$ cat config.mk
export PLATFORM = sky130hd
export DESIGN_NAME = mem_port_arbiter
export DESIGN_NICKNAME = d
export VERILOG_FILES = /design/src/rtl/mem_port_arbiter_pkg.sv /design/src/rtl/mem_lane_align.sv /design/src/rtl/mem_port_arbiter.sv
export SDC_FILE = /design/constraint.sdc
export NUM_CORES = 1
export LEC_CHECK = 0
export ABC_AREA = 1
export BUFFER_PORTS_ARGS = -buffer_cell sky130_fd_sc_hd__buf_2
export CAP_MARGIN = 20
export CORE_ASPECT_RATIO = 0.8
export CORE_MARGIN = 1
export CORE_UTILIZATION = 50
export DETAILED_ROUTE_END_ITERATION = 7
export GPL_TIMING_DRIVEN = 0
export PLACE_DENSITY = 0.81
export SETUP_SLACK_MARGIN = 0.3
export SYNTH_ARGS = -nofsm -noshare
export SYNTH_HDL_FRONTEND = slang
export SYNTH_SLANG_ARGS = --single-unit
$ cat constraint.sdc
create_clock -name clk -period 1.8 [get_ports clk]
set_input_delay 0.36 -clock clk [delete_from_list [all_inputs] [get_ports clk]]
set_output_delay 0.36 -clock clk [all_outputs]
set_load 0.05 [all_outputs]
$ cat src/rtl/mem_port_arbiter_pkg.sv
// Shared definitions for the unified memory port: access-size codes from the
// main decoder and the arbiter state encoding.
package mem_port_arbiter_pkg;

   localparam logic [1:0] MEM_NONE = 2'b00;
   localparam logic [1:0] MEM_WORD = 2'b01;
   localparam logic [1:0] MEM_BYTE = 2'b10;
   localparam logic [1:0] MEM_HALF = 2'b11;

   typedef enum logic [1:0] {
      ST_IDLE  = 2'd0,
      ST_DATA  = 2'd1,
      ST_FETCH = 2'd2
   } arb_state_t;

   // Bytes are always aligned; halves need addr[0]=0, words addr[1:0]=00.
   function automatic logic is_misaligned(input logic [1:0] size, input logic [1:0] lo);
      case (size)
         MEM_WORD: return (lo != 2'b00);
         MEM_HALF: return lo[0];
         default:  return 1'b0;
      endcase
   endfunction

endpackage

$ cat src/rtl/mem_lane_align.sv
// Byte-lane steering for the unified memory port: store byte enables and data
// replication, load lane extraction with sign extension.
module mem_lane_align
   import mem_port_arbiter_pkg::*;
(
   input  logic [1:0]  wr_size,
   input  logic [1:0]  wr_lo,
   input  logic [31:0] wr_data,
   output logic [3:0]  wr_be,
   output logic [31:0] wr_rep,
   input  logic [1:0]  rd_size,
   input  logic [1:0]  rd_lo,
   input  logic [31:0] rd_word,
   output logic [31:0] rd_ext
);

   function automatic logic signed [31:0] sext_byte(input logic signed [7:0] b);
      return {{24{b[7]}}, b};
   endfunction

   function automatic logic signed [31:0] sext_half(input logic signed [15:0] h);
      return {{16{h[15]}}, h};
   endfunction

   logic [7:0]  rd_byte;
   logic [15:0] rd_half;

   always_comb begin
      wr_be  = 4'b1111;
      wr_rep = wr_data;
      case (wr_size)
         MEM_BYTE: begin
            wr_be  = 4'b0001 << wr_lo;
            wr_rep = {4{wr_data[7:0]}};
         end
         MEM_HALF: begin
            wr_be  = wr_lo[1] ? 4'b1100 : 4'b0011;
            wr_rep = {2{wr_data[15:0]}};
         end
         default: ;
      endcase
   end

   always_comb begin
      case (rd_lo)
         2'd0:    rd_byte = rd_word[7:0];
         2'd1:    rd_byte = rd_word[15:8];
         2'd2:    rd_byte = rd_word[23:16];
         default: rd_byte = rd_word[31:24];
      endcase
      rd_half = rd_lo[1] ? rd_word[31:16] : rd_word[15:0];
      case (rd_size)
         MEM_BYTE: rd_ext = sext_byte(rd_byte);
         MEM_HALF: rd_ext = sext_half(rd_half);
         default:  rd_ext = rd_word;
      endcase
   end

endmodule

$ cat src/rtl/mem_port_arbiter.sv
// Shares one single-port memory between instruction fetch and data access,
// holding the pipeline stall until every pending requester has been served.
module mem_port_arbiter
   import mem_port_arbiter_pkg::*;
#(
   parameter int ADDR_W   = 32,
   parameter int MAX_WAIT = 16
) (
   input  logic              clk,
   input  logic              rst_n,
   input  logic              if_req,
   input  logic [ADDR_W-1:0] if_addr,
   output logic [31:0]       if_rdata,
   output logic              if_ready,
   input  logic [1:0]        dm_read,
   input  logic [1:0]        dm_write,
   input  logic [ADDR_W-1:0] dm_addr,
   input  logic [31:0]       dm_wdata,
   output logic [31:0]       dm_rdata,
   output logic              dm_ready,
   output logic              stall,
   output logic              misalign_err,
   output logic              timeout_err,
   output logic              mem_req,
   output logic              mem_we,
   output logic [ADDR_W-1:0] mem_addr,
   output logic [3:0]        mem_be,
   output logic [31:0]       mem_wdata,
   input  logic [31:0]       mem_rdata,
   input  logic              mem_ack
);

   localparam int               CNT_W    = $clog2(MAX_WAIT);
   localparam logic [CNT_W-1:0] CNT_LAST = CNT_W'(MAX_WAIT - 1);

   arb_state_t        state, state_nxt;
   logic [CNT_W-1:0]  wait_cnt, wait_cnt_nxt;
   logic              if_served, if_served_nxt;
   logic              dm_served, dm_served_nxt;
   logic [1:0]        acc_size, acc_size_nxt;
   logic [1:0]        acc_lo, acc_lo_nxt;
   logic [31:0]       if_rdata_nxt, dm_rdata_nxt, mem_wdata_nxt;
   logic              if_ready_nxt, dm_ready_nxt, misalign_nxt, timeout_nxt;
   logic              mem_req_nxt, mem_we_nxt;
   logic [ADDR_W-1:0] mem_addr_nxt;
   logic [3:0]        mem_be_nxt;
   logic [3:0]        lane_be;
   logic [31:0]       lane_wdata, lane_rdata;
   logic              dm_is_wr, dm_pend, if_pend, dm_mis, if_mis, acc_done;
   logic [1:0]        dm_size;

   // A non-zero write code turns the access into a store regardless of dm_read.
   assign dm_is_wr = (dm_write != MEM_NONE);
   assign dm_size  = dm_is_wr ? dm_write : dm_read;
   assign dm_pend  = ((dm_read != MEM_NONE) || dm_is_wr) && !dm_served;
   assign if_pend  = if_req && !if_served;
   assign stall    = dm_pend || if_pend;
   assign dm_mis   = is_misaligned(dm_size, dm_addr[1:0]);
   assign if_mis   = is_misaligned(MEM_WORD, if_addr[1:0]);
   assign acc_done = mem_ack || (wait_cnt == CNT_LAST);

   mem_lane_align u_lane (
      .wr_size (dm_size),
      .wr_lo   (dm_addr[1:0]),
      .wr_data (dm_wdata),
      .wr_be   (lane_be),
      .wr_rep  (lane_wdata),
      .rd_size (acc_size),
      .rd_lo   (acc_lo),
      .rd_word (mem_rdata),
      .rd_ext  (lane_rdata)
   );

   always_comb begin
      state_nxt     = state;
      wait_cnt_nxt  = wait_cnt;
      if_served_nxt = if_served;
      dm_served_nxt = dm_served;
      acc_size_nxt  = acc_size;
      acc_lo_nxt    = acc_lo;
      if_rdata_nxt  = if_rdata;
      dm_rdata_nxt  = dm_rdata;
      if_ready_nxt  = 1'b0;
      dm_ready_nxt  = 1'b0;
      misalign_nxt  = 1'b0;
      timeout_nxt   = 1'b0;
      mem_req_nxt   = mem_req;
      mem_we_nxt    = mem_we;
      mem_addr_nxt  = mem_addr;
      mem_be_nxt    = mem_be;
      mem_wdata_nxt = mem_wdata;

      case (state)
         ST_IDLE: begin
            if (dm_pend) begin
               if (dm_mis) begin
                  dm_ready_nxt  = 1'b1;
                  misalign_nxt  = 1'b1;
                  dm_rdata_nxt  = '0;
                  dm_served_nxt = 1'b1;
               end else begin
                  state_nxt     = ST_DATA;
                  wait_cnt_nxt  = '0;
                  mem_req_nxt   = 1'b1;
                  mem_we_nxt    = dm_is_wr;
                  mem_addr_nxt  = {dm_addr[ADDR_W-1:2], 2'b00};
                  mem_be_nxt    = dm_is_wr ? lane_be : 4'b1111;
                  mem_wdata_nxt = dm_is_wr ? lane_wdata : '0;
                  acc_size_nxt  = dm_size;
                  acc_lo_nxt    = dm_addr[1:0];
               end
            end else if (if_pend) begin
               if (if_mis) begin
                  if_ready_nxt  = 1'b1;
                  misalign_nxt  = 1'b1;
                  if_rdata_nxt  = '0;
                  if_served_nxt = 1'b1;
               end else begin
                  state_nxt     = ST_FETCH;
                  wait_cnt_nxt  = '0;
                  mem_req_nxt   = 1'b1;
                  mem_we_nxt    = 1'b0;
                  mem_addr_nxt  = {if_addr[ADDR_W-1:2], 2'b00};
                  mem_be_nxt    = 4'b1111;
                  mem_wdata_nxt = '0;
               end
            end
         end
         ST_DATA: begin
            if (acc_done) begin
               state_nxt     = ST_IDLE;
               wait_cnt_nxt  = '0;
               mem_req_nxt   = 1'b0;
               mem_we_nxt    = 1'b0;
               dm_ready_nxt  = 1'b1;
               timeout_nxt   = !mem_ack;
               dm_served_nxt = 1'b1;
               dm_rdata_nxt  = mem_ack ? lane_rdata : '0;
            end else begin
               wait_cnt_nxt  = wait_cnt + CNT_W'(1);
            end
         end
         ST_FETCH: begin
            if (acc_done) begin
               state_nxt     = ST_IDLE;
               wait_cnt_nxt  = '0;
               mem_req_nxt   = 1'b0;
               mem_we_nxt    = 1'b0;
               if_ready_nxt  = 1'b1;
               timeout_nxt   = !mem_ack;
               if_served_nxt = 1'b1;
               if_rdata_nxt  = mem_ack ? mem_rdata : '0;
            end else begin
               wait_cnt_nxt  = wait_cnt + CNT_W'(1);
            end
         end
         default: state_nxt = ST_IDLE;
      endcase

      // Once the pipeline advances, the next instruction's requests are fresh.
      if (!stall) begin
         if_served_nxt = 1'b0;
         dm_served_nxt = 1'b0;
      end
   end

   always_ff @(posedge clk) begin
      if (!rst_n) begin
         state        <= ST_IDLE;
         wait_cnt     <= '0;
         if_served    <= 1'b0;
         dm_served    <= 1'b0;
         if_rdata     <= '0;
         dm_rdata     <= '0;
         if_ready     <= 1'b0;
         dm_ready     <= 1'b0;
         misalign_err <= 1'b0;
         timeout_err  <= 1'b0;
         mem_req      <= 1'b0;
         mem_we       <= 1'b0;
         mem_addr     <= '0;
         mem_be       <= '0;
         mem_wdata    <= '0;
      end else begin
         state        <= state_nxt;
         wait_cnt     <= wait_cnt_nxt;
         if_served    <= if_served_nxt;
         dm_served    <= dm_served_nxt;
         if_rdata     <= if_rdata_nxt;
         dm_rdata     <= dm_rdata_nxt;
         if_ready     <= if_ready_nxt;
         dm_ready     <= dm_ready_nxt;
         misalign_err <= misalign_nxt;
         timeout_err  <= timeout_nxt;
         mem_req      <= mem_req_nxt;
         mem_we       <= mem_we_nxt;
         mem_addr     <= mem_addr_nxt;
         mem_be       <= mem_be_nxt;
         mem_wdata    <= mem_wdata_nxt;
      end
   end

   // Lane steering for the in-flight load; only meaningful while an access is open.
   always_ff @(posedge clk) begin
      acc_size <= acc_size_nxt;
      acc_lo   <= acc_lo_nxt;
   end

endmodule

Yosys cells after proc, flatten, opt, wreduce, memory -nomap -nowiden
Cells that the tools add are included. Widths: inputs -> output; s select.

Bits in registers: 150. Output and inout port bits: 139. Logic and storage cells: 145.

Add/sub/neg operators: 1. Equal/unequal tests: 23. Shift operators: 1. Multiplexer cells: 73. Bitwise logic cells: 1. Reductions and logical operators: 29.

Operators with widths (count): $mux 32 (18); $pmux 32 s2 (4); $mux 4 (11); $pmux 8 s3 (1); $mux 1 (22); $ne 2x2->1 const B (9); $mux 16 (1); $pmux 4 s2 (2); $reduce_and 4->1 (4); $reduce_bool 2->1 (8); $pmux 1 s2 (7); $eq 2x2->1 const B (6); $mux 2 (6); $reduce_and 5->1 (2); $ne 3x3->1 const B (3); $eq 2x1->1 const B (3); $reduce_and 3->1 (2); $add 4x1->4 const B (1); $eq 4x4->1 const B (1); $logic_not 2->1 (2); $pmux 2 s2 (1); $reduce_and 2->1 (2); $shl 1x2->4 const A (1); $logic_not 1->1 (3); 5 further kinds (8).

Depth between registers and ports, before layout
Word-level depth: 7. Gate-level depth with buffers: 12. Gate-level depth less buffers: 11.

Hierarchy
A second synthesis with hierarchy kept.

Cells, all modules: 1335. Area total of the unflattened synthesis: 8069.0 sq um.

Modules (own cells, without submodules): mem_port_arbiter (times used 1, cells an instance 1077, area an instance 6847.8 sq um, sequential area each 3002.9 sq um); mem_lane_align (times used 1, cells an instance 258, area an instance 1221.2 sq um, sequential area each 0.0 sq um).

Worst setup path after synthesis
Ideal clock, no wire load.

Path type: input -> output. Start point: input dm_write[1]. End point: output stall. Data arrival time: 1.170 ns. Data required time: 1.440 ns. Slack: 0.270 ns. Stages: 5. Buffers on the path: 1. Cells stage by stage: nor2_4 nand2_2 nand2_4 buf_2 nand2_1.

Word-level cells in the longest chain between the ends: 4.

Ends and longest elaborated chain: start, declared (line mem_port_arbiter.sv:16) `input logic [1:0] dm_write,`; $reduce_bool 2->1 (line mem_port_arbiter.sv:53) `assign dm_is_wr = (dm_write != MEM_NONE);`; $logic_or 1x1->1 (line mem_port_arbiter.sv:55) `assign dm_pend = ((dm_read != MEM_NONE) || dm_is_wr) && !dm_served;`; $logic_and 1x1->1 (line mem_port_arbiter.sv:55); $logic_or 1x1->1 (line mem_port_arbiter.sv:57) `assign stall = dm_pend || if_pend;`; end, declared (line mem_port_arbiter.sv:21) `output logic stall,`.

Every way passes these cells.

Final worst setup path
Start point: register state[0]. End point: register if_rdata[17].

Word-level cells in the longest chain between the ends: 3. Elaborated cells on any way between the ends: 9. Those cells by class: 5 x eq/ne; 1 x mux; 3 x reduce/logical.

Ends and longest elaborated chain: start, declared (line mem_port_arbiter.sv:36) `arb_state_t state, state_nxt;`; start signal, assigned (line mem_port_arbiter.sv:185) `state <= state_nxt;`; $eq 2x2->1 / $logic_not 2->1 (equally long branches) (line mem_port_arbiter.sv:93) `case (state)`; $ne 2x2->1 (no source line) / $reduce_bool 2->1 (equally long branches); $reduce_and 5->1 (no source line); end signal, assigned (line mem_port_arbiter.sv:189) `if_rdata <= if_rdata_nxt;`; end, declared (line mem_port_arbiter.sv:13) `output logic [31:0] if_rdata,`.

Several ways; a longest one is shown, not always the timed one. A chain may end at the register's enable or synchronous reset.

==> metrics.txt <==
# TYPE chip_impl_metric gauge
chip_impl_info{name="status",value="finished, violations left"} 1
chip_impl_info{name="violations",value="DRC"} 1
chip_impl_metric{name="drc",unit=""} 26
chip_impl_metric{name="clock_insertion_delay_worst_skew",unit="ns"} 0.43
chip_impl_metric{name="timing.critical_path.required",unit="ns"} 2.11
chip_impl_info{name="layout_commonest_cell",value="buf_2"} 1
chip_impl_metric{name="layout-drive-gt1-share",unit="%"} 39.8
chip_impl_metric{name="synthesis.instances",unit=""} 1117
chip_impl_metric{name="finalMaxSlewViolations",unit=""} 0
chip_impl_metric{name="ff2ff_path_depth",unit=""} 8
chip_impl_metric{name="yosys_top_cell_area_share",unit="%"} 38.7
chip_impl_metric{name="synthesized_area_fraction_occupied_by_adder_cells",unit="%"} 0.840
chip_impl_metric{name="yosys.area_share.xor_xnor",unit="%"} 0
chip_impl_metric{name="seq_area_frac_synth",unit="%"} 40.3
chip_impl_metric{name="dr.first_iter.drc_count",unit=""} 1221
chip_impl_metric{name="die_area",unit="mm^2"} 0.0154
chip_impl_metric{name="per_instance_average_area_after_synthesis",unit="um^2"} 6.66
chip_impl_info{name="timing.rr.start",value="state[0]"} 1
chip_impl_metric{name="gp_congestion",unit=""} 0.986
chip_impl_metric{name="wirelength",unit="um"} 29000
chip_impl_metric{name="insertedDiodeCount",unit=""} 0
chip_impl_metric{name="nets",unit=""} 1590
chip_impl_metric{name="antenna_found_initial",unit=""} 0
chip_impl_metric{name="power_per_cell_area",unit="mW/mm^2"} 1950
chip_impl_metric{name="period_needed",unit="ns"} 1.72
chip_impl_metric{name="synth.mux.area_fraction",unit="%"} 0
chip_impl_metric{name="die_extent_in_x",unit="um"} 138
chip_impl_metric{name="post_synth_num_cell_types",unit=""} 35
chip_impl_metric{name="routed-via-count",unit=""} 9384
chip_impl_metric{name="vias_in_the_first_global_route",unit=""} 7807
chip_impl_metric{name="min_period_over_period",unit="%"} 95.4
chip_impl_info{name="yosys-top-cells-area",value="dfxtp_1, nand2_1, nor2_1"} 1
chip_impl_metric{name="cts.clk_slew.worst_paths",unit="ns"} 0.06
chip_impl_metric{name="reg2reg_slack",unit="ns"} 0.08
chip_impl_info{name="hold_path.startpoint",value="dm_addr[1]"} 1
chip_impl_metric{name="synth_simple_gate_area_share",unit="%"} 34.6
chip_impl_metric{name="leak_pwr",unit="nW"} 5.42
chip_impl_metric{name="post-dp-hpwl",unit="um"} 18500
chip_impl_info{name="worst_setup_path_end_kind",value="flip-flop"} 1
chip_impl_info{name="root_buffer",value="clkbuf_16"} 1
chip_impl_info{name="cts_tree",value="built"} 1
chip_impl_metric{name="first_pass_iters",unit=""} 8
chip_impl_metric{name="synth-compound-area-share",unit="%"} 13.8
chip_impl_info{name="mostFrequentLayoutCells",value="buf_2, nand2_1, nor2_1"} 1
chip_impl_metric{name="final-hold-violation-count",unit=""} 0
chip_impl_metric{name="vias_per_cell",unit=""} 5.70
chip_impl_metric{name="die_height",unit="um"} 111
chip_impl_metric{name="synth-edff-count",unit=""} 4
chip_impl_metric{name="grt_max_degree",unit=""} 17
chip_impl_metric{name="yosys_warnings",unit=""} 0
chip_impl_info{name="synth_largest_area_cell",value="dfxtp_1"} 1
chip_impl_info{name="worstReg2RegEnd",value="if_rdata[17]"} 1
chip_impl_metric{name="min_delay_path_depth",unit=""} 1
chip_impl_metric{name="worst_clock_skew",unit="ns"} 0.00586
chip_impl_metric{name="worstPathMaxFanout",unit=""} 10
chip_impl_metric{name="critical_path_arrival",unit="ns"} 2.03
chip_impl_metric{name="io-pin-count",unit=""} 275
chip_impl_info{name="startpoint_type",value="flip-flop"} 1
chip_impl_metric{name="timing.max_slew.rel_slack",unit="%"} 43.9
chip_impl_metric{name="core",unit="mm^2"} 0.0144
chip_impl_metric{name="grt_usage",unit="%"} 32.9
chip_impl_metric{name="cts.sinks",unit=""} 148
chip_impl_info{name="synth_top_family_by_area",value="simple AND/OR/NAND/NOR gates"} 1
chip_impl_metric{name="numCtsBuffers",unit=""} 17
chip_impl_metric{name="synth_async_sr_flop_share",unit="%"} 0
chip_impl_metric{name="ir_worst_vdd",unit="mV"} 1.02
chip_impl_metric{name="area_delta_synth_final",unit="%"} 49.5
chip_impl_info{name="dominantRegCellSynth",value="dfxtp_1"} 1
chip_impl_metric{name="clk_path_buf_depth",unit=""} 2
chip_impl_info{name="hold_path_class",value="in2reg"} 1
chip_impl_metric{name="global_route.overflow_total",unit=""} 0
chip_impl_metric{name="postRouteAntennaNets",unit=""} 0
chip_impl_metric{name="grt_pass1_wl",unit="um"} 39900
chip_impl_metric{name="number_of_rows_created_at_floorplan",unit=""} 39
chip_impl_metric{name="h-tree-depth",unit=""} 4
chip_impl_metric{name="setup_viol",unit=""} 0
chip_impl_metric{name="max_slew.worst_pin.slew",unit="ns"} 0.841
chip_impl_metric{name="drv.max_cap_violation_count",unit=""} 0
chip_impl_metric{name="fmax",unit="MHz"} 582
chip_impl_metric{name="holdWs",unit="ns"} 0.181
chip_impl_info{name="hold-path-endpoint",value="acc_lo[1]"} 1
chip_impl_metric{name="io_buffer_count",unit=""} 272
chip_impl_metric{name="routed_wire_length_per_instance",unit="um"} 17.6
chip_impl_metric{name="mappedNetlistArea",unit="mm^2"} 0.00744
chip_impl_info{name="worstSetupPathType",value="reg2reg"} 1
chip_impl_metric{name="number_of_flip_flops_and_latches_in_the_synthesized_netlist",unit=""} 148
chip_impl_info{name="rsz0062_at_grt",value="true"} 1
chip_impl_metric{name="totalPowerFinal",unit="mW"} 21.7
chip_impl_metric{name="starting_density_of_the_core",unit="%"} 51.7
==> power breakdown <==
group	switching, mW	internal (mW)	total [mW]	leakage (nW)
clock network	1.49	2.52	4.01	0.325
registers	0.579	4.28	4.86	1.22
logic	8.62	4.24	12.9	3.87
==> worst max-delay path: stages (launching register included) <==
cell and delay [ns]:
dfxtp_4 0.36, inv_4 0.09, ha_4 0.21, inv_4 0.06
o21ai_4 0.17, nand3_4 0.17, clkbuf_8 0.21, o21ai_0 0.23
nor2_1 0.08
==> layout make-up <==
type | count | area, um^2
timing repair buffer | 310 | 1840
clock inverter | 14 | 225
clock buffer | 18 | 439
tap | 184 | 230
fill | 961 | 3270
sequential | 148 | 3020
inverter | 104 | 419
buffer | 72 | 619
multi-input combinational | 796 | 4340
==> how the worst max path moves through the flow <==
stage,cells after the start,start,endpoint,slack (ns)
floorplan,8,state[0],dm_rdata[27],0.30
global placement,6,if_addr[1],mem_addr[4],-0.02
detailed placement,6,if_addr[1],mem_be[1],-0.05
CTS,5,dm_served,stall,0.22
global route,8,state[0],if_rdata[17],0.01
finish,8,state[0],if_rdata[17],0.08
==> per-layer routing <==
layer,part of all wire [%],global-route usage [%],vias to the layer above,wire (um)
met4,5.2,13.0,0,1500
met5,0,0,-,0
met2,46,54.1,712,13400
met3,11,6.57,175,3190
met1,38,42.3,4222,10900
li1,-,-,4275,-
==> flip-flops by register name (all words and copies together) (netlist names), 2 cells and up <==
| signal | count |
|---|---|
| if_rdata | 32 |
| acc_size | 2 |
| acc_lo | 2 |
| mem_be | 4 |
| state | 2 |
| mem_addr | 30 |
| mem_wdata | 32 |
| dm_rdata | 32 |
| wait_cnt | 4 |
==> repair_timing <==
item | CTS | global route
endpoints found under the setup margin | 147 | 148
cloned | 2 | 10
buffers inserted | 16 | 12
pin swaps | 16 | 41
hold buffers | 0 | 0
gates resized for setup | 114 | 200
==> Yosys cell counts (6+ instances only) <==
cell and n:
a211oi_1 9, a21oi_1 105, a22oi_1 7, buf_2 22, buf_4 11, buf_6 6
clkbuf_1 32, dfxtp_1 144, inv_1 96, inv_2 6, nand2_1 296, nand2_2 7
nand3_1 69, nand4_1 43, nor2_1 152, o211ai_1 6, o21ai_0 44, o21ai_1 16
or2_2 15
==> cell families (layout without fill, tap and decap cells) <==
group,Yosys count,count (layout)
AND/OR/NAND/NOR,596,598
adder cells (fa/ha/maj),5,5
AO/OA/AOI/OAI,191,191
other,1,2
flip-flops,148,148
buffers and inverters,176,518
==> through the flow <==
| step | util [%] | cell area [um^2] | cells | setup slack [ns] | setup TNS, ns |
|---|---|---|---|---|---|
| CTS | 70.6 | 10200 | 1624 | 0.222 | 0 |
| global route | 77.3 | 11100 | 1646 | 0.0136 | 0 |
| global placement | 62.9 | 9050 | 1574 | -0.0218 | -0.0851 |
| detailed placement | 62.9 | 9050 | 1574 | -0.0544 | -0.914 |
| finish | 77.3 | 11100 | 1646 | 0.0824 | 0 |
| floorplan | - | 7460 | 1118 | 0.302 | 0 |
(Power assumes the default switching activity.)
